### config.mk
export PLATFORM = sky130hd
export DESIGN_NAME = fifo_wr_arbiter
export DESIGN_NICKNAME = d
export VERILOG_FILES = /design/src/rtl/fifo_pkg.sv /design/src/rtl/rr_priority_picker.sv /design/src/rtl/fifo_wr_arbiter.sv
export SDC_FILE = /design/constraint.sdc
export NUM_CORES = 1
export LEC_CHECK = 0
export ABC_CLOCK_PERIOD_IN_PS = 7800
export BUFFER_PORTS_ARGS = -buffer_cell sky130_fd_sc_hd__buf_2
export CELL_PAD_IN_SITES_DETAIL_PLACEMENT = 1
export CELL_PAD_IN_SITES_GLOBAL_PLACEMENT = 2
export CORE_UTILIZATION = 29
export CTS_BUF_LIST = sky130_fd_sc_hd__clkbuf_4
export CTS_CLUSTER_SIZE = 8
export DETAILED_ROUTE_END_ITERATION = 8
export HOLD_SLACK_MARGIN = 0.05
export PLACE_DENSITY = 0.93
export SYNTH_ARGS = -nofsm -noshare
export SYNTH_HDL_FRONTEND = slang
export SYNTH_HIERARCHICAL = 1
export SYNTH_SLANG_ARGS = --single-unit
### constraint.sdc
create_clock -name clk_wr -period 7.8 [get_ports clk_wr]
set_input_delay 1.56 -clock clk_wr [delete_from_list [all_inputs] [get_ports clk_wr]]
set_output_delay 1.56 -clock clk_wr [all_outputs]
set_load 0.02 [all_outputs]
### src/rtl/fifo_pkg.sv
// rtl/fifo_pkg.sv - shared FIFO/arbiter widths, defaults and state type
package fifo_pkg;
    localparam int DATA_WIDTH = 8;
    localparam int NUM_REQ    = 4;
    localparam int MAX_BURST  = 16;

    typedef enum logic {
        IDLE  = 1'b0,
        BURST = 1'b1
    } arb_state_t;
endpackage

### src/rtl/rr_priority_picker.sv
// rtl/rr_priority_picker.sv - combinational round-robin pick starting after last_owner
module rr_priority_picker #(
    parameter int NUM_REQ = fifo_pkg::NUM_REQ,
    parameter int OW      = (NUM_REQ > 1) ? $clog2(NUM_REQ) : 1
) (
    input  logic [NUM_REQ-1:0] req,
    input  logic [OW-1:0]      last_owner,
    output logic [NUM_REQ-1:0] pick,
    output logic [OW-1:0]      pick_idx,
    output logic               any_req
);
    logic w_found;
    int   w_idx;

    // Walk last_owner+1 .. last_owner+NUM_REQ; the owner itself is checked last.
    always_comb begin
        pick     = '0;
        pick_idx = last_owner;
        any_req  = |req;
        w_found  = 1'b0;
        w_idx    = 0;
        for (int k = 1; k <= NUM_REQ; k++) begin
            w_idx = (int'(last_owner) + k) % NUM_REQ;
            if (!w_found && req[w_idx[OW-1:0]]) begin
                w_found              = 1'b1;
                pick[w_idx[OW-1:0]]  = 1'b1;
                pick_idx             = w_idx[OW-1:0];
            end
        end
    end
endmodule

### src/rtl/fifo_wr_arbiter.sv
// rtl/fifo_wr_arbiter.sv - round-robin burst arbiter for the FIFO write port
module fifo_wr_arbiter #(
    parameter int NUM_REQ    = fifo_pkg::NUM_REQ,
    parameter int DATA_WIDTH = fifo_pkg::DATA_WIDTH,
    parameter int MAX_BURST  = fifo_pkg::MAX_BURST,
    parameter int BLEN_W     = $clog2(MAX_BURST + 1)
) (
    input  logic                          clk_wr,
    input  logic                          rst,
    input  logic [NUM_REQ-1:0]            req,
    input  logic [NUM_REQ*BLEN_W-1:0]     req_len,
    input  logic [NUM_REQ*DATA_WIDTH-1:0] req_data,
    input  logic                          full,
    output logic [NUM_REQ-1:0]            grant,
    output logic [NUM_REQ-1:0]            data_ack,
    output logic                          wr_en,
    output logic [DATA_WIDTH-1:0]         data_in,
    output logic                          busy,
    output logic [BLEN_W-1:0]             words_left
);
    import fifo_pkg::*;

    localparam int OW = (NUM_REQ > 1) ? $clog2(NUM_REQ) : 1;

    arb_state_t           r_state;
    logic [NUM_REQ-1:0]   r_grant;
    logic [BLEN_W-1:0]    r_cnt;
    logic [OW-1:0]        r_last_owner;

    logic [NUM_REQ-1:0]   w_pick;
    logic [OW-1:0]        w_pick_idx;
    logic                 w_any_req;
    logic                 w_busy;
    logic                 w_wr_en;
    logic [BLEN_W-1:0]    w_len_arr  [NUM_REQ];
    logic [DATA_WIDTH-1:0] w_data_arr [NUM_REQ];

    for (genvar g = 0; g < NUM_REQ; g++) begin : g_unpack
        assign w_len_arr[g]  = req_len[g*BLEN_W +: BLEN_W];
        assign w_data_arr[g] = req_data[g*DATA_WIDTH +: DATA_WIDTH];
    end

    function automatic logic [BLEN_W-1:0] clamp_len(input logic [BLEN_W-1:0] len);
        if (len == '0)
            return BLEN_W'(1);
        else if (len > BLEN_W'(MAX_BURST))
            return BLEN_W'(MAX_BURST);
        else
            return len;
    endfunction

    rr_priority_picker #(
        .NUM_REQ (NUM_REQ),
        .OW      (OW)
    ) u_picker (
        .req        (req),
        .last_owner (r_last_owner),
        .pick       (w_pick),
        .pick_idx   (w_pick_idx),
        .any_req    (w_any_req)
    );

    always_ff @(posedge clk_wr or posedge rst) begin
        if (rst) begin
            r_state      <= IDLE;
            r_grant      <= '0;
            r_cnt        <= '0;
            r_last_owner <= OW'(NUM_REQ - 1);
        end else begin
            case (r_state)
                IDLE: begin
                    if (w_any_req) begin
                        r_state      <= BURST;
                        r_grant      <= w_pick;
                        r_cnt        <= clamp_len(w_len_arr[w_pick_idx]);
                        r_last_owner <= w_pick_idx;
                    end
                end
                BURST: begin
                    if (w_wr_en) begin
                        if (r_cnt == BLEN_W'(1)) begin
                            r_state <= IDLE;
                            r_grant <= '0;
                            r_cnt   <= '0;
                        end else begin
                            r_cnt <= r_cnt - BLEN_W'(1);
                        end
                    end
                end
                default: r_state <= IDLE;
            endcase
        end
    end

    // The burst owner is always r_last_owner while busy; the write side follows full word by word.
    assign w_busy     = (r_state == BURST);
    assign w_wr_en    = w_busy && !full;
    assign busy       = w_busy;
    assign wr_en      = w_wr_en;
    assign grant      = r_grant;
    assign data_ack   = w_wr_en ? r_grant : '0;
    assign data_in    = w_busy ? w_data_arr[r_last_owner] : '0;
    assign words_left = w_busy ? r_cnt : '0;
endmodule

==> flow_metrics.py <==
metrics = {
    "status": {
        "outcome": "finished, final reports clean",
    },
    "finish": {
        "syn2layout_area_growth_pct": 25.4,
        "layout-drive-gt1-share_pct": 47.8,
        "postLayoutCoreUtil_pct": 38.5,
        "nets": 300,
        "n_antenna_cell": 0,
    },
    "power_and_ir_drop": {
        "internal-power_uw": 385,
        "power_density_mw_per_mm2": 380,
        "power_frac_clock_pct": 5.8,
        "swShare_pct": 49.4,
        "ir_drop_mv": 0.136,
        "combPwrFrac_pct": 71.2,
        "p_leak_nw": 0.938,
        "power.switching_uw": 376,
        "pwr-share-seq_pct": 23.0,
    },
    "setup_path": {
        "crit_chain": "buf_2, mux4_2, and2b_2, o31ai_1, mux4_2, nor2_4, o21ai_2, a22o_1",
        "worstSetupStartpointType": "primary input",
        "end_kind": "flop",
        "arrival_ps": 4500,
        "crit_buf_inv": 1,
        "cpLargestDelayFamily": "compound AO/OA/AOI/OAI gates",
        "r2r_slack_ps": 3460,
        "crit_path_top_delay_cell": "o31ai_1",
        "path_class": "in2reg",
        "required_ps": 7960,
        "cp_common_cell": "mux4_2",
        "cp-startpoint": "req[1]",
        "worst-path-max-fanout": 11,
        "slowest_delay_ps": 880,
        "r2r_start": "r_last_owner[0]",
    },
    "drt": {
        "wl_per_cell_um": 16.2,
        "vias_per_cell": 5.17,
        "first_pass_iters": 4,
        "num_vias": 1550,
        "wl_um": 4870,
        "ant_nets": 0,
        "drc": 0,
        "drt_first_iter_violations": 54,
    },
    "sta": {
        "post-route-period-util_pct": 55.6,
        "fin_hold_ws_ps": 531,
        "hold_violations": 0,
        "max_clock_freq_mhz": 230,
        "grt_setup_unrepaired": "false",
        "drv_slew": 0,
        "min_period_ps": 4340,
        "fin_worst_skew_ps": 0.177,
        "setup_ws_ps": 3460,
        "tns_ps": 0,
        "setup_viol": 0,
        "worst_pin_slew_ps": 1070,
        "maxSlewHeadroom_pct": 28.3,
    },
    "synth": {
        "syn_avg_cell_area_sq_um": 10.1,
        "synth_seq_cells": 12,
        "synth-seq-area-share_pct": 18.9,
        "synthCells": 159,
        "synth.distinct_cells": 42,
        "synth_area_sq_mm": 0.00160,
        "synth_fp_nets": 228,
        "ys.warnings.count": 6,
    },
    "cts": {
        "cts_tree": "yes",
        "cts.sinks": 12,
        "clk_latency_ps": 270,
        "cts_made_buffers": 3,
        "postCtsHoldBufs": 0,
        "cts_setup_buffers": 0,
        "cts.path.max_buffers": 2,
        "htreeDepth": 1,
        "cts_resized": 0,
        "clkTransAtPathRegs_ps": 70,
        "clockRootBuffer": "clkbuf_4",
    },
    "floorplanning": {
        "rows": 26,
        "die_y_um": 76.3,
        "die_x_um": 76.3,
        "top_level_ports": 82,
        "die-area_sq_mm": 0.00581,
        "start_util_pct": 30.7,
        "core_sq_mm": 0.00520,
    },
    "placed_design": {
        "io_buffers": 81,
        "gp_congestion": 0.808,
        "post-dp-hpwl_um": 4010,
        "place_ws_ps": 3110,
    },
    "grt": {
        "grt.overflow.total": 0,
        "grtUsageTotal_pct": 17.4,
        "grt_max_degree": 27,
        "grt_pass1_wl_um": 8150,
        "antenna_found_initial": 0,
        "first_global_vias": 1673,
    },
    "run": {
        "cap_violations": 0,
    },
    "worst_hold_path": {
        "min-delay-start": "grant[1]",
        "hp-class": "reg2reg",
    },
}
-- layout make-up --
cell class                 count  area (sq um)
multi-input combinational    127          1160
timing repair buffer          81           405
sequential                    12           303
tap                           70          87.6
inverter                       6          22.5
clock buffer                   4          30.0
fill                         651          3200
-- layer usage --
metal | routed length, um | track usage, %
met3 | 193 | 3.35
met4 | 127 | 5.19
met5 | 0 | 0
met1 | 2230 | 22.6
met2 | 2320 | 29.1
-- metrics by stage --
step                      cells  area [sq um]  power, mW
after CTS                   300          2010      0.772
after detailed placement    296          1980      0.724
after floorplan             159          1600      0.607
after global placement      296          1980      0.705
final                       300          2010      0.761
after global routing        300          2010      0.832
-- worst register-to-register path: stages, from the launching register on --
cell	delay (ps)
dfstp_2	930
inv_1	220
ha_1	420
mux4_2	380
and2b_2	250
o31ai_1	880
mux4_2	650
nor2_4	170
o21ai_2	80
a22o_1	240
-- synth_stat cells, drive strengths merged --
cell     count  area, sq um
dfstp        2         52.6
o21a         1         7.51
and2b        2         16.3
o21ai       12         63.8
and2        17          106
inv          6         22.5
ha          10          125
nor3         2         10.0
mux4        16          368
nor2        12         55.1
o211ai       1         7.51
nand2       11         41.3
or4          1         7.51
clkbuf       3         21.3
nand2b       3         18.8
dfrtp       10          250
a22o         7         61.3
a21oi        6         30.0
nor2b        3         18.8
and3         1         6.26
or2          1         6.26
nand4b       1         8.76
buf         11         95.1
and3b        1         8.76
o41ai        2         32.5
o311a        1         10.0
a221o        4         40.0
nor4b        1         8.76
mux2         3         33.8
mux2i        1         10.0
o31ai        3         22.5
nor3b        2         15.0
o2bb2ai      2         17.5
-- power by group through the flow --
stage / Combinational (mW) / Clock (mW) / Sequential, mW
after floorplan: 0.472 / 0 / 0.135
after global routing: 0.596 / 0.0496 / 0.186
final: 0.542 / 0.0440 / 0.175
after global placement: 0.530 / 0 / 0.175
after CTS: 0.548 / 0.0456 / 0.178
after detailed placement: 0.545 / 0 / 0.179
-- logic make-up (layout without fill, tap and decap cells) --
group                    Yosys count  in the layout  synth area share [%]
AND/OR/NAND/NOR                   58             58                  20.5
multiplexers                      20             20                  25.7
buffers and inverters             20             91                  8.69
flip-flops                        12             12                  18.9
adder cells (fa/ha/maj)           10             10                  7.82
AO/OA/AOI/OAI                     39             39                  18.3
-- path summary, 6_finish.rpt --
| kind | end | cells past startpoint |
|---|---|---|
| setup / recovery | r_cnt[4] | 8 |
| hold / removal | grant[1] | 1 |
| setup reg to reg | r_cnt[4] | 9 |
| hold reg to reg | grant[1] | 1 |
| max in group asynchronous | r_last_owner[0] | 2 |
| min in group asynchronous | r_cnt[2] | 2 |
-- layout by cell type, fill, tap and decap left out, types with 2 or more instances in the layout --
| master | netlist | layout |
|---|---|---|
| nor2b_1 | 3 | 3 |
| clkbuf_4 | 0 | 4 |
| nand2_1 | 11 | 11 |
| nor2_1 | 10 | 10 |
| nor3b_1 | 2 | 2 |
| a221o_1 | 4 | 4 |
| a22o_1 | 7 | 7 |
| buf_2 | 4 | 81 |
| nand2b_1 | 3 | 3 |
| mux4_2 | 14 | 14 |
| mux2_2 | 3 | 3 |
| o2bb2ai_1 | 2 | 2 |
| dfrtp_1 | 10 | 10 |
| o21ai_0 | 7 | 7 |
| ha_1 | 10 | 10 |
| mux4_1 | 2 | 2 |
| a21oi_1 | 6 | 6 |
| and2_1 | 17 | 17 |
| inv_1 | 6 | 6 |
| dfstp_2 | 2 | 2 |
| o41ai_2 | 2 | 2 |
| o21ai_1 | 4 | 4 |
| nor3_1 | 2 | 2 |
| o31ai_1 | 3 | 3 |
-- registers in the layout (all words and copies together) (netlist names) --
name / flops
r_last_owner: 2
busy: 1
grant: 4
r_cnt: 5
No activity file was read; power rests on OpenSTA's default activity.
